==> config.mk <==
export PLATFORM = sky130hd
export DESIGN_NAME = serial_adder
export DESIGN_NICKNAME = d
export VERILOG_FILES = /design/src/rtl/serial_adder_pkg.sv /design/src/rtl/full_adder_cell.sv /design/src/rtl/serial_adder.sv
export SDC_FILE = /design/constraint.sdc
export NUM_CORES = 1
export LEC_CHECK = 0
export ABC_AREA = 1
export CORE_MARGIN = 8
export CORE_UTILIZATION = 32
export CTS_CLUSTER_SIZE = 28
export DETAILED_ROUTE_END_ITERATION = 8
export PLACE_DENSITY_LB_ADDON = 0.08
export SLEW_MARGIN = 20
export SYNTH_ARGS = -nofsm -noshare
export SYNTH_HDL_FRONTEND = slang
export SYNTH_SLANG_ARGS = --single-unit
==> constraint.sdc <==
create_clock -name clk -period 2.4 [get_ports clk]
set_input_delay 0.48 -clock clk [delete_from_list [all_inputs] [get_ports clk]]
set_output_delay 0.48 -clock clk [all_outputs]
set_load 0.05 [all_outputs]
==> src/rtl/serial_adder_pkg.sv <==
// ============================================================================
// serial_adder_pkg : shared state encoding and default width for serial_adder
// Rev 1.0
// ============================================================================
`default_nettype none

package serial_adder_pkg;

    localparam int WIDTH_DEFAULT = 8;

    typedef enum logic [1:0] {
        IDLE  = 2'd0,
        SHIFT = 2'd1,
        DONE  = 2'd2
    } state_t;

endpackage

`default_nettype wire

==> src/rtl/full_adder_cell.sv <==
// ============================================================================
// full_adder_cell : one-bit combinational full adder from two half-adder stages
// Rev 1.0
// ============================================================================
`default_nettype none

module full_adder_cell (
    input  logic a,
    input  logic b,
    input  logic cin,
    output logic s,
    output logic co
);

    logic ha0_s;
    logic ha0_c;
    logic ha1_c;

    assign ha0_s = a ^ b;
    assign ha0_c = a & b;
    assign s     = ha0_s ^ cin;
    assign ha1_c = ha0_s & cin;
    assign co    = ha0_c | ha1_c;

endmodule

`default_nettype wire

==> src/rtl/serial_adder.sv <==
// ============================================================================
// serial_adder : bit-serial LSB-first adder, one bit per clock, registered I/O
// Rev 1.0
// ============================================================================
`default_nettype none

module serial_adder
    import serial_adder_pkg::*;
#(
    parameter int WIDTH = WIDTH_DEFAULT
) (
    input  logic             clk,
    input  logic             rst,
    input  logic             start,
    input  logic [WIDTH-1:0] a,
    input  logic [WIDTH-1:0] b,
    input  logic             cin,
    output logic             busy,
    output logic             done,
    output logic [WIDTH-1:0] sum,
    output logic             cout
);

    localparam int CW = (WIDTH > 1) ? $clog2(WIDTH) : 1;

    state_t           state;
    state_t           state_next;
    logic [WIDTH-1:0] a_sr;
    logic [WIDTH-1:0] b_sr;
    logic [WIDTH-1:0] res_sr;
    logic [WIDTH-1:0] res_next;
    logic             carry;
    logic [CW-1:0]    cnt;
    logic             cell_s;
    logic             cell_co;
    logic             last_bit;
    logic             accept;

    assign last_bit = (cnt == CW'(WIDTH - 1));
    assign accept   = start && (state != SHIFT);

    full_adder_cell u_fa (
        .a   (a_sr[0]),
        .b   (b_sr[0]),
        .cin (carry),
        .s   (cell_s),
        .co  (cell_co)
    );

    // Cell sum enters at the MSB so the LSB-first result lands right-aligned.
    generate
        if (WIDTH == 1) begin : g_res_w1
            assign res_next = cell_s;
        end else begin : g_res_wn
            assign res_next = {cell_s, res_sr[WIDTH-1:1]};
        end
    endgenerate

    always_comb begin
        state_next = state;
        case (state)
            IDLE:    if (start) state_next = SHIFT;
            SHIFT:   if (last_bit) state_next = DONE;
            DONE:    state_next = start ? SHIFT : IDLE;
            default: state_next = IDLE;
        endcase
    end

    always_ff @(posedge clk or posedge rst) begin
        if (rst) begin
            state  <= IDLE;
            busy   <= 1'b0;
            done   <= 1'b0;
            sum    <= '0;
            cout   <= 1'b0;
            a_sr   <= '0;
            b_sr   <= '0;
            res_sr <= '0;
            carry  <= 1'b0;
            cnt    <= '0;
        end else begin
            state <= state_next;
            busy  <= (state_next == SHIFT);
            done  <= (state_next == DONE);
            if (accept) begin
                a_sr   <= a;
                b_sr   <= b;
                carry  <= cin;
                cnt    <= '0;
                res_sr <= '0;
            end else if (state == SHIFT) begin
                a_sr   <= a_sr >> 1;
                b_sr   <= b_sr >> 1;
                carry  <= cell_co;
                cnt    <= cnt + 1'b1;
                res_sr <= res_next;
                // Outputs update only once the final bit is in.
                if (last_bit) begin
                    sum  <= res_next;
                    cout <= cell_co;
                end
            end
        end
    end

endmodule

`default_nettype wire

==> results.rst <==
.. list-table::
   :header-rows: 1

   * - Metric
     - Value
   * - Critical Path Start Type
     - flop
   * - Drt wl/cell
     - approximately 12 um
   * - Pin count of the biggest net entering global routing
     - 52
   * - Count of antenna diodes in the layout
     - 0
   * - Number of cells on the critical path
     - 1
   * - Area of the die
     - 8300 um2
   * - Antenna violations before repair
     - 0
   * - Number of placed I/O pins
     - 31
   * - Type of the setup path with the least slack
     - flop to output pin
   * - Met3 Resource Use GR
     - 0.0403
   * - Fraction of final layout cells with drive strength greater than 1
     - 0.0959
   * - Area growth from synthesis to layout
     - 23.4%
   * - Least-Margin Pin Slew
     - 0.549 ns
   * - Root buf cell
     - sky130_fd_sc_hd__clkbuf_8
   * - Maximum clock path buffer count
     - 2
   * - Initial Util
     - 0.330
   * - Global routing met1 resource utilization
     - 0.115
   * - Sequential cell area fraction in the yosys report
     - 0.554
   * - Count of input and output buffers
     - 30
   * - Count of hold-fix buffers inserted at cts
     - 0
   * - Area leader, netlist
     - sky130_fd_sc_hd__dfrtp_1
   * - Routed via count divided by cell count
     - 4.59
   * - Cell with the biggest individual delay on the critical path
     - sky130_fd_sc_hd__clkdlybuf4s50_1
   * - Min-delay worst type
     - flop to flop
   * - First-pass GRT wire length
     - 6.43 mm
   * - Final period demand of the worst path
     - 1.92 ns
   * - Final Max Tran Viols
     - 0
   * - Synth Net Count
     - 213
   * - Clock Skews
     - 0.00263 ns
   * - Avg Synthesized Cell Area
     - 9.50 um2
   * - Depth of the CTS H-tree
     - 2
   * - CP Capture Type
     - output pin
   * - Number of nets in the layout
     - 241
   * - Ranking of synthesized cells by area
     - sky130_fd_sc_hd__dfrtp_1 (55%), sky130_fd_sc_hd__nand3_1 (16%), sky130_fd_sc_hd__nand2_1 (11%)
   * - Count of TritonRoute iterations in the first routing pass
     - 4
   * - Number of maximum-capacitance violations
     - 0
   * - Data arrival, critical path
     - 1.44 ns
   * - Worst EP required
     - about 1.9 ns
   * - Die outline width
     - a little over 90 um
   * - Hpwl dp
     - 2.42 mm
   * - Leakage power total
     - about 1.1 nW
   * - Worst slew margin
     - 0.634
   * - Yosys warning count
     - 0
   * - Cts bufs inserted
     - 5
   * - Buf+Inv Stages, Crit Path
     - 1
   * - Instance count of the mapped netlist
     - 190
   * - Drc violations
     - 0
   * - R2R Path Start
     - state[0]$_DFF_PP0_
   * - Number of design-rule violations left by the first detailed-router iteration
     - 47
   * - Number of storage elements in the synthesis netlist
     - 40
   * - Number of buffers added for setup after CTS
     - 0
   * - Global-route usage over all layers
     - 0.0932
   * - Met2 global-route usage
     - 0.141
   * - Clock tree from TritonCTS
     - done
   * - FP Rows
     - 27
   * - Via count of the first global-routing pass
     - between 1,000 and 1,500
   * - Final setup viols
     - 0
   * - Clk sinks
     - 40
   * - Placed instance count
     - 283
   * - Worst reg2reg endpoint
     - sum[1]$_DFFE_PP0P_
   * - Vias
     - 1,335
   * - Clock slew at the register clock pins of the worst setup and hold paths
     - roughly 0.070 ns
   * - Number of routed nets with antenna violations
     - 0
   * - Critical path peak fanout
     - 2
   * - Clock latency reported for the late side of the worst-skew pair
     - 0.28 ns
   * - Tcrit/Tclk final
     - 0.800
   * - CP Cell Sequence
     - clkdlybuf4s50_1
   * - Final standard cell count with taps included and fillers excluded
     - about 290
   * - Routability-driven placement congestion ratio
     - 0.710
   * - R2r worst-path depth
     - 5
   * - Core Box Area
     - 5470 um2
   * - Last element of the critical path
     - sum[3]
   * - Overall die height
     - between 90 and 100 um
   * - Busiest metal layer after global routing
     - met2
   * - Post-cts repair resize count
     - 0
   * - Reg2Reg Setup Slack
     - 0.97 ns
   * - Maximum operating frequency
     - 521 MHz
   * - Status
     - finished, final reports clean
   * - RSZ-0062 raised after global routing
     - no
   * - Cell family with the largest share of critical-path delay
     - buffers and inverters
   * - Number of distinct library cells after synthesis
     - 19
   * - Total global routing overflow
     - 0
   * - Area share of the largest cell type after synthesis
     - 0.554
   * - Setup TNS Final
     - 0 ns
   * - Worst setup path startpoint
     - sum[3]$_DFFE_PP0P_
   * - Peak supply drop
     - 0.397 mV
   * - Final-report hold violation count
     - 0
   * - Wire length after detailed routing
     - 3.60 mm
   * - Mapped Area
     - approximately 1800 um2
   * - Power density of the placed cells
     - around 1300 nW/um2
   * - Peak per-stage delay on the critical path
     - just over 0.8 ns
-- synth_stat cells --
cell type                 number
sky130_fd_sc_hd__buf_2         3
sky130_fd_sc_hd__nor2_1        1
sky130_fd_sc_hd__o21ai_1       5
sky130_fd_sc_hd__fa_1          1
sky130_fd_sc_hd__o22ai_1       2
sky130_fd_sc_hd__nand2_2       1
sky130_fd_sc_hd__inv_2         2
sky130_fd_sc_hd__nand2_4       2
sky130_fd_sc_hd__inv_4         1
sky130_fd_sc_hd__nand2_1      51
sky130_fd_sc_hd__buf_8         1
sky130_fd_sc_hd__nor2_8        1
sky130_fd_sc_hd__dfrtp_1      40
sky130_fd_sc_hd__inv_1        10
sky130_fd_sc_hd__nand3_1      56
sky130_fd_sc_hd__nor2_4        1
sky130_fd_sc_hd__ha_1          2
sky130_fd_sc_hd__o21ai_2       3
sky130_fd_sc_hd__buf_6         7
-- routing by layer --
metal  wire [um]  vias to the layer above  part of all wire
met5           0                        -                 0
li1            -                      675                 -
met3         238                        2             0.066
met2        1620                       31              0.45
met4          21                        0            0.0058
met1        1720                      627              0.48
-- cell usage in the layout, fill, tap and decap left out, drive strengths merged --
cell type,n
nand3,56
nand2,54
dfrtp,40
clkdlybuf4s50,30
inv,13
o21ai,8
clkbuf,7
nor2,3
o22ai,2
ha,2
buf,2
fa,1
bufinv,1
-- report_power, final --
part	leakage, nW	switching (mW)	total, mW	internal, mW
clock	0.0645	0.223	0.590	0.367
sequential	0.511	0.154	1.11	0.954
combinational	0.480	0.793	1.20	0.406
-- registers in the layout (all words and copies together), names as in the netlist, 2 cells and up --
| signal | count |
|---|---|
| a_sr | 8 |
| b_sr | 8 |
| sum | 8 |
| res_sr | 7 |
| cnt | 3 |
| state | 2 |
-- cells by family after synthesis --
| kind of cell | synth area share |
|---|---|
| simple gates | 0.297 |
| buf+inv | 0.0887 |
| fa+ha+maj | 0.0249 |
| flops | 0.554 |
| compound gates | 0.0353 |
-- worst min path at each step --
stage	startpoint	endpoint	slack (ns)	cells past startpoint
global placement	cout$_DFFE_PP0P_	cout$_DFFE_PP0P_	0.46	2
floorplan	res_sr[2]$_DFFE_PP0P_	sum[1]$_DFFE_PP0P_	0.44	2
detailed placement	cout$_DFFE_PP0P_	cout$_DFFE_PP0P_	0.46	2
finish	cout$_DFFE_PP0P_	cout$_DFFE_PP0P_	0.47	2
global route	sum[1]$_DFFE_PP0P_	sum[1]$_DFFE_PP0P_	0.51	2
CTS	res_sr[6]$_DFFE_PP0P_	sum[5]$_DFFE_PP0P_	0.48	2
-- cell type report --
type,instances,area (um2)
Sequential cell,40,1000
Fill cell,577,3240
Inverter,13,51.3
Timing Repair Buffer,32,315
Clock inverter,1,30.0
Tap cell,72,90.1
Clock buffer,7,96.3
Multi-Input combinational cell,126,644
-- per-stage QoR --
step                setup WS (ns)  hold slack, ns  area (um2)  utilization  total power, mW
finish                      0.479           0.472        2230        0.407             2.90
global route                0.422           0.505        2230        0.407             3.13
CTS                         0.455           0.481        2230        0.407             2.95
detailed placement          0.730           0.461        2100        0.384             2.35
global placement            0.784           0.455        2100        0.384             2.31
floorplan                    1.00           0.442        1810            -             2.12
Power figures use the tool's default switching activity.
